--- config.mk ---
export PLATFORM = sky130hd
export DESIGN_NAME = router_sync_n
export DESIGN_NICKNAME = d
export VERILOG_FILES = /design/src/rtl/router_sync_n.sv
export SDC_FILE = /design/constraint.sdc
export NUM_CORES = 1
export LEC_CHECK = 0
export CORE_ASPECT_RATIO = 0.8
export CORE_MARGIN = 2
export CORE_UTILIZATION = 45
export CTS_BUF_LIST = sky130_fd_sc_hd__clkbuf_8
export DETAILED_ROUTE_END_ITERATION = 6
export MAX_ROUTING_LAYER = met4
export PLACE_DENSITY = 0.78
export SYNTH_ARGS = -nofsm -noshare
export SYNTH_HDL_FRONTEND = slang
export SYNTH_SLANG_ARGS = --single-unit
--- constraint.sdc ---
create_clock -name clock -period 1.2 [get_ports clock]
set_clock_uncertainty 0.05 [all_clocks]
set_input_delay 0.24 -clock clock [delete_from_list [all_inputs] [get_ports clock]]
set_output_delay 0.24 -clock clock [all_outputs]
set_load 0.05 [all_outputs]
--- src/rtl/router_sync_n.sv ---
// router_sync_n: synchroniser between a 1xN router FSM and its N output FIFOs.
// Captures the destination address, steers the write enable and full status,
// exports per-port valid and raises a one-cycle soft reset on any port whose
// valid data sits unread for TIMEOUT consecutive cycles.
module router_sync_n #(
  parameter  int unsigned NUM_PORTS = 3,
  parameter  int unsigned TIMEOUT   = 30,
  localparam int unsigned ADDR_W    = ($clog2(NUM_PORTS) > 1) ? $clog2(NUM_PORTS) : 1,
  localparam int unsigned CNT_W     = $clog2(TIMEOUT)
) (
  input  logic                 clock,
  input  logic                 reset,
  input  logic [ADDR_W-1:0]    data_in,
  input  logic                 detect_add,
  input  logic                 write_enb_reg,
  input  logic [NUM_PORTS-1:0] full,
  input  logic [NUM_PORTS-1:0] empty,
  input  logic [NUM_PORTS-1:0] read_enb,
  output logic [NUM_PORTS-1:0] write_enb,
  output logic                 fifo_full,
  output logic [NUM_PORTS-1:0] vld_out,
  output logic [NUM_PORTS-1:0] soft_reset,
  output logic                 addr_err
);

  // One extra bit so NUM_PORTS itself is representable for the range check.
  localparam logic [ADDR_W:0]  NUM_PORTS_W = (ADDR_W+1)'(NUM_PORTS);
  localparam logic [CNT_W-1:0] CNT_MAX     = CNT_W'(TIMEOUT - 1);

  logic [ADDR_W-1:0]    addr_q, addr_d;
  logic                 addr_valid_q, addr_valid_d;
  logic                 addr_err_q, addr_err_d;
  logic [CNT_W-1:0]     cnt_q [NUM_PORTS];
  logic [CNT_W-1:0]     cnt_d [NUM_PORTS];
  logic [NUM_PORTS-1:0] soft_reset_q, soft_reset_d;
  logic                 addr_in_range;

  assign addr_in_range = ({1'b0, data_in} < NUM_PORTS_W);

  // Address capture on header strobe; an out-of-range address invalidates
  // the current destination but leaves the last good address in place.
  always_comb begin
    addr_d       = addr_q;
    addr_valid_d = addr_valid_q;
    addr_err_d   = addr_err_q;
    if (detect_add) begin
      if (addr_in_range) begin
        addr_d       = data_in;
        addr_valid_d = 1'b1;
        addr_err_d   = 1'b0;
      end else begin
        addr_valid_d = 1'b0;
        addr_err_d   = 1'b1;
      end
    end
  end

  // Address register.
  always_ff @(posedge clock) begin
    if (reset) begin
      addr_q       <= '0;
      addr_valid_q <= 1'b0;
      addr_err_q   <= 1'b0;
    end else begin
      addr_q       <= addr_d;
      addr_valid_q <= addr_valid_d;
      addr_err_q   <= addr_err_d;
    end
  end

  // Steer write enable and select full flag of the registered destination.
  always_comb begin
    write_enb = '0;
    fifo_full = 1'b0;
    for (int unsigned i = 0; i < NUM_PORTS; i++) begin
      if (addr_q == ADDR_W'(i)) begin
        write_enb[i] = write_enb_reg & addr_valid_q & ~reset;
        fifo_full    = full[i] & addr_valid_q & ~reset;
      end
    end
  end

  assign vld_out = ~empty;

  // Per-port idle-valid counters; a pulse is issued as the counter wraps to 0.
  always_comb begin
    soft_reset_d = '0;
    for (int unsigned i = 0; i < NUM_PORTS; i++) begin
      cnt_d[i] = cnt_q[i];
      if (empty[i] || read_enb[i]) begin
        cnt_d[i] = '0;
      end else if (cnt_q[i] == CNT_MAX) begin
        cnt_d[i]        = '0;
        soft_reset_d[i] = 1'b1;
      end else begin
        cnt_d[i] = cnt_q[i] + 1'b1;
      end
    end
  end

  // Timeout counter and soft-reset pulse registers.
  always_ff @(posedge clock) begin
    if (reset) begin
      for (int unsigned i = 0; i < NUM_PORTS; i++) cnt_q[i] <= '0;
      soft_reset_q <= '0;
    end else begin
      for (int unsigned i = 0; i < NUM_PORTS; i++) cnt_q[i] <= cnt_d[i];
      soft_reset_q <= soft_reset_d;
    end
  end

  assign soft_reset = soft_reset_q;
  assign addr_err   = addr_err_q;

endmodule

# ---- Yosys cells after proc, flatten, opt, wreduce, memory -nomap -nowiden
# Memory sizes are Yosys's and may differ from the RTL's.
# Index checks and enable logic that the tools add are counted.
# W data, S select, Z words.
dict set report totals {
  ramBits 15
  memories 1
  word_cells 60
  latchBits 0
  rom_bits 0
  out_inout_bits 11
  in_bits 15
  regBits 7
}
# memory words word_bits read_ports rd_ports_with_merged_regs write_ports line_no
set mem_list {}
lappend mem_list {cnt_q 3 5 3 0 3 33} ;# logic [CNT_W-1:0] cnt_q [NUM_PORTS];
dict set report classes {
  mux 23
  bitwise 13
  magnitude_cmp 1
  add_sub_neg 3
  reduce_logical 8
  n_eq_ne 5
  mul 0
  shifts 0
  n_div 0
}
# op n
set op_table {}
lappend op_table {{$mux W5} 9}
lappend op_table {{$add A5 B1 Y5 const B} 3}
lappend op_table {{$eq A5 B5 Y1 const B} 3}
lappend op_table {{$mux W1} 14}
lappend op_table {{$and A1 B1 Y1} 8}
lappend op_table {{$reduce_or A2 Y1} 3}
lappend op_table {{$logic_or A1 B1 Y1} 3}
lappend op_table {{$not A3 Y3} 1}
lappend op_table {{$or A1 B1 Y1} 3}
lappend op_table {{$eq A2 B1 Y1 const B} 1}
lappend op_table {{$eq A2 B2 Y1 const B} 1}
lappend op_table {{$logic_not A2 Y1} 1}
lappend op_table {{$lt A2 B2 Y1 const B} 1}
lappend op_table {{$reduce_and A2 Y1} 1}
lappend op_table {{$not A1 Y1} 1}

# ---- Longest topological paths before layout
dict set report depth {
  word_depth 5
  ltp_mapped 5
  depth_no_buf 5
}

# ---- Worst setup path before layout
# OpenSTA, ideal clock, no wires.
dict set report synth_path {
  path_kind {input -> output}
  start {input reset}
  end {output write_enb[2]}
  cell_stages 3
  setup_slack_ns -0.781
  n_path_buf 1
  t_required_ns 0.910
  arrival_ns 1.691
  path_cell_list {buf_6 nand3b_4 nor3b_1}
}
dict set report synth_between {
  elab_chain_cells 3
}
# element line_no
set synth_lines {}
lappend synth_lines {{start: declaration} 12} ;# input logic reset,
lappend synth_lines {{$not A1 Y1} 77} ;# write_enb[i] = write_enb_reg & addr_valid_q & ~reset;
lappend synth_lines {{$and A1 B1 Y1} 77}
lappend synth_lines {{$mux W1} 76} ;# if (addr_q == ADDR_W'(i)) begin
lappend synth_lines {{end: declaration} 19} ;# output logic [NUM_PORTS-1:0] write_enb,
# No other way between the ends.

# ---- Final worst setup path
dict set report layout_path {
  start {register addr_q[1]}
  end {output fifo_full}
}
dict set report layout_between {
  elab_chain_cells 4
  elab_cells_between_ends 6
  classes_between {eq/ne (2); mux (3); reduce/logical (1)}
}
# element line_no
set layout_lines {}
lappend layout_lines {{start: declaration} 30} ;# logic [ADDR_W-1:0] addr_q, addr_d;
lappend layout_lines {{start signal: assignment} 65} ;# addr_q <= addr_d;
lappend layout_lines {{$logic_not A2 Y1} 76}
lappend layout_lines {{$mux W1 (2 in a row)} 76}
lappend layout_lines {{$mux W1 *} 76}
lappend layout_lines {{end: declaration} 20} ;# output logic fifo_full,
# Every way passes the cells marked *; elsewhere a longest branch is shown, timed or not.

==> impl_metrics.toml <==
[outcome]
status = "finished, violations left"
failed_checks = "negative setup slack"

[hold_path]
hp-class = "in2reg"

[layout]
layout_common_cells = "19 x dfxtp_1, 18 x nor2_1, 11 x buf_12"
drive_above_1_share = 0.303
syn2layout_area_growth_pct = 60.0
final_common_cell = "dfxtp_1"
n_antenna_cell = 0
instances_no_fill = 156
post-route-util = 0.782
layout.nets = 154

[global_route]
grt_max_degree = 14
grt_pass1_wl_um = 3240
grt_overflow = 0
grt_pass1_vias = 756
grtUsageTotal = 0.200
antenna_found_initial = 0

[floorplanning]
start_util = 0.489
die_width_um = 55.2
die_h_um = 44.9
core_area_um2 = 1930
rows = 14
dieArea_um2 = 2480
pin_count = 26

[synth]
seq_area_frac_synth = 0.467
synth_area_um2 = 942
syn_avg_cell_area_um2 = 9.81
postSynthCellCount = 96
ys_warn_count = 0
ys_ff_latch = 22
post_synth_num_cell_types = 25
syn_nets = 117

[route]
wl_met2_um = 972
dr.pass1.iters = 3
detail-route-antenna-nets = 0
via_per_inst = 4.89
drt-total-wl_um = 2000
drt-met1-wl_um = 792
via_count = 763
routed-wl-met3_um = 159
drt-wirelength-per-cell_um = 12.8
drcViolationCount = 0
highest_layer = "met4"
drt_iter0_markers = 8

[timing]
rsz0062_at_grt = "yes"
fmax_mhz = 615
slew_headroom = 0.847
layout_min_cycle_time_ns = 1.63
period_share = 1.36
fin_setup_tns_ns = -1.24
finalMaxSlewViolations = 0
worstMarginPinSlew_ns = 0.227
fin_ws_ns = -0.427
setup_violations = 4
hold_viol_final = 0

[clock_tree]
cts_tree = "yes"
clockBufferDepth = 2
clock-sinks = 22
cts_buffers = 3
cts_max_level = 1
insertion_delay_ns = 0.27
root_buffer = "clkbuf_8"
hold_buffers = 0
path_clk_slew_ns = 0.08

[place]
place.gp.congestion = 0.783
io_buffers = 25
dp_cells = 151
dp_hpwl_um = 1370

[critical_path]
start_kind = "register"
critical_path_class = "reg2out"
rrSetupSlack_ns = 0.15
worst_path_max_delay_cell = "dfxtp_4"
crit_fanout = 3
worst_ep_required_time_ns = 0.91
cp_slowest_stage_delay_ns = 0.37
worstSetupEndpointType = "output pin"
path_cells = "mux2i_4 > o21ai_2 > and3b_2 > buf_12"
arrival_ns = 1.34

[power]
power.density_nw_per_um2 = 1120
p_sw_mw = 0.376
power_frac_seq = 0.449
ir_drop_v = 0.00141
leakage_nw = 0.603
p_int_mw = 1.31
pwr-share-clk = 0.415
swShare = 0.223
comb_power_share = 0.136

[run]
drv_cap = 0
metrics by stage:
step | power (mW) | hold WS, ns | setup WS [ns] | area [um2]
after CTS | 1.68 | 0.382 | -0.430 | 1510
after global routing | 1.73 | 0.384 | -0.456 | 1510
final | 1.68 | 0.377 | -0.427 | 1510
after detailed placement | 0.993 | 0.407 | -0.450 | 1410
after floorplan | 0.869 | 0.297 | -0.139 | 991
after global placement | 0.988 | 0.396 | -0.403 | 1410
final timing paths:
check / end / cells past startpoint / from
worst min register to register: cnt_q[0][5] / 1 / cnt_q[0][5]
worst min-delay path: soft_reset[0] / 3 / empty[0]
worst max-delay path: fifo_full / 4 / addr_q[1]
worst max register to register: cnt_q[0][4] / 5 / cnt_q[0][1]
registers in the layout, summed over array words and instances (netlist names):
| name | cells |
|---|---|
| cnt_q | 15 |
| soft_reset | 3 |
| addr_q | 2 |
| addr_err | 1 |
| addr_valid_q | 1 |
Yosys cell counts:
master | number | area, um2
nand3b_4 | 1 | 20.0
dfxtp_1 | 22 | 440
xor2_1 | 6 | 52.6
nand4_1 | 3 | 18.8
nor2b_1 | 4 | 25.0
mux2i_1 | 1 | 10.0
nand3b_1 | 1 | 7.51
nor3_2 | 1 | 10.0
ha_1 | 6 | 75.1
a21oi_1 | 1 | 5.00
o21ai_1 | 1 | 5.00
nor3_4 | 2 | 32.5
nand3_1 | 7 | 35.0
nand2b_1 | 1 | 6.26
nor3_1 | 3 | 15.0
xnor2_1 | 3 | 26.3
and3b_1 | 1 | 8.76
nor2_1 | 18 | 67.6
nand2_2 | 2 | 12.5
nand2_1 | 1 | 3.75
and2b_1 | 1 | 7.51
a311oi_1 | 1 | 8.76
inv_1 | 6 | 22.5
nor3b_1 | 2 | 15.0
buf_6 | 1 | 11.3
metal layers:
layer  track usage  vias up
met5             -        -
met4         0.117        0
met3        0.0795        9
met2         0.329       25
met1         0.200      341
li1              -      388
area by class of cell:
type                    count  area [um2]
repair buffers             33         415
multi-input cells          67         519
fillers                   136         419
clock buffers               3        41.3
well taps                  24        30.0
inverters                   6        22.5
flip-flops and latches     22         449
clock inverters             1        30.0
power groups by stage:
| stage | Clock [mW] | Sequential (mW) | Combinational (mW) |
|---|---|---|---|
| 5_1_grt | 0.727 | 0.759 | 0.244 |
| 2_1_floorplan | 0 | 0.779 | 0.0893 |
| 3_3_place_gp | 0 | 0.772 | 0.216 |
| 4_1_cts | 0.696 | 0.757 | 0.229 |
| 6_report | 0.698 | 0.756 | 0.229 |
| 3_5_place_dp | 0 | 0.773 | 0.220 |
critical path, delay by kind of cell (launching register included):
kind            cells  cell delay [ns]
compound gates      1             0.14
buf+inv             1             0.14
flops               1             0.37
mux                 1             0.19
simple gates        1             0.23
timing repair:
action / 4_1_cts / 5_1_grt
setup buffers: 1 / 1
endpoints found under the setup margin: 13 / 4
pin swaps: 2 / 2
gates resized for setup: 16 / 0
kinds of logic (layout without fill, tap and decap cells):
group	count (synthesis)	count (layout)	synth area share
adder cells (fa/ha/maj)	6	6	0.0797
AND/OR/NAND/NOR	48	48	0.303
XOR/XNOR	9	9	0.0837
buffers and inverters	7	43	0.0359
multiplexers	1	1	0.0106
flip-flops	22	22	0.467
AO/OA/AOI/OAI	3	3	0.0199
Note: power is estimated with default switching activity, not from simulation.
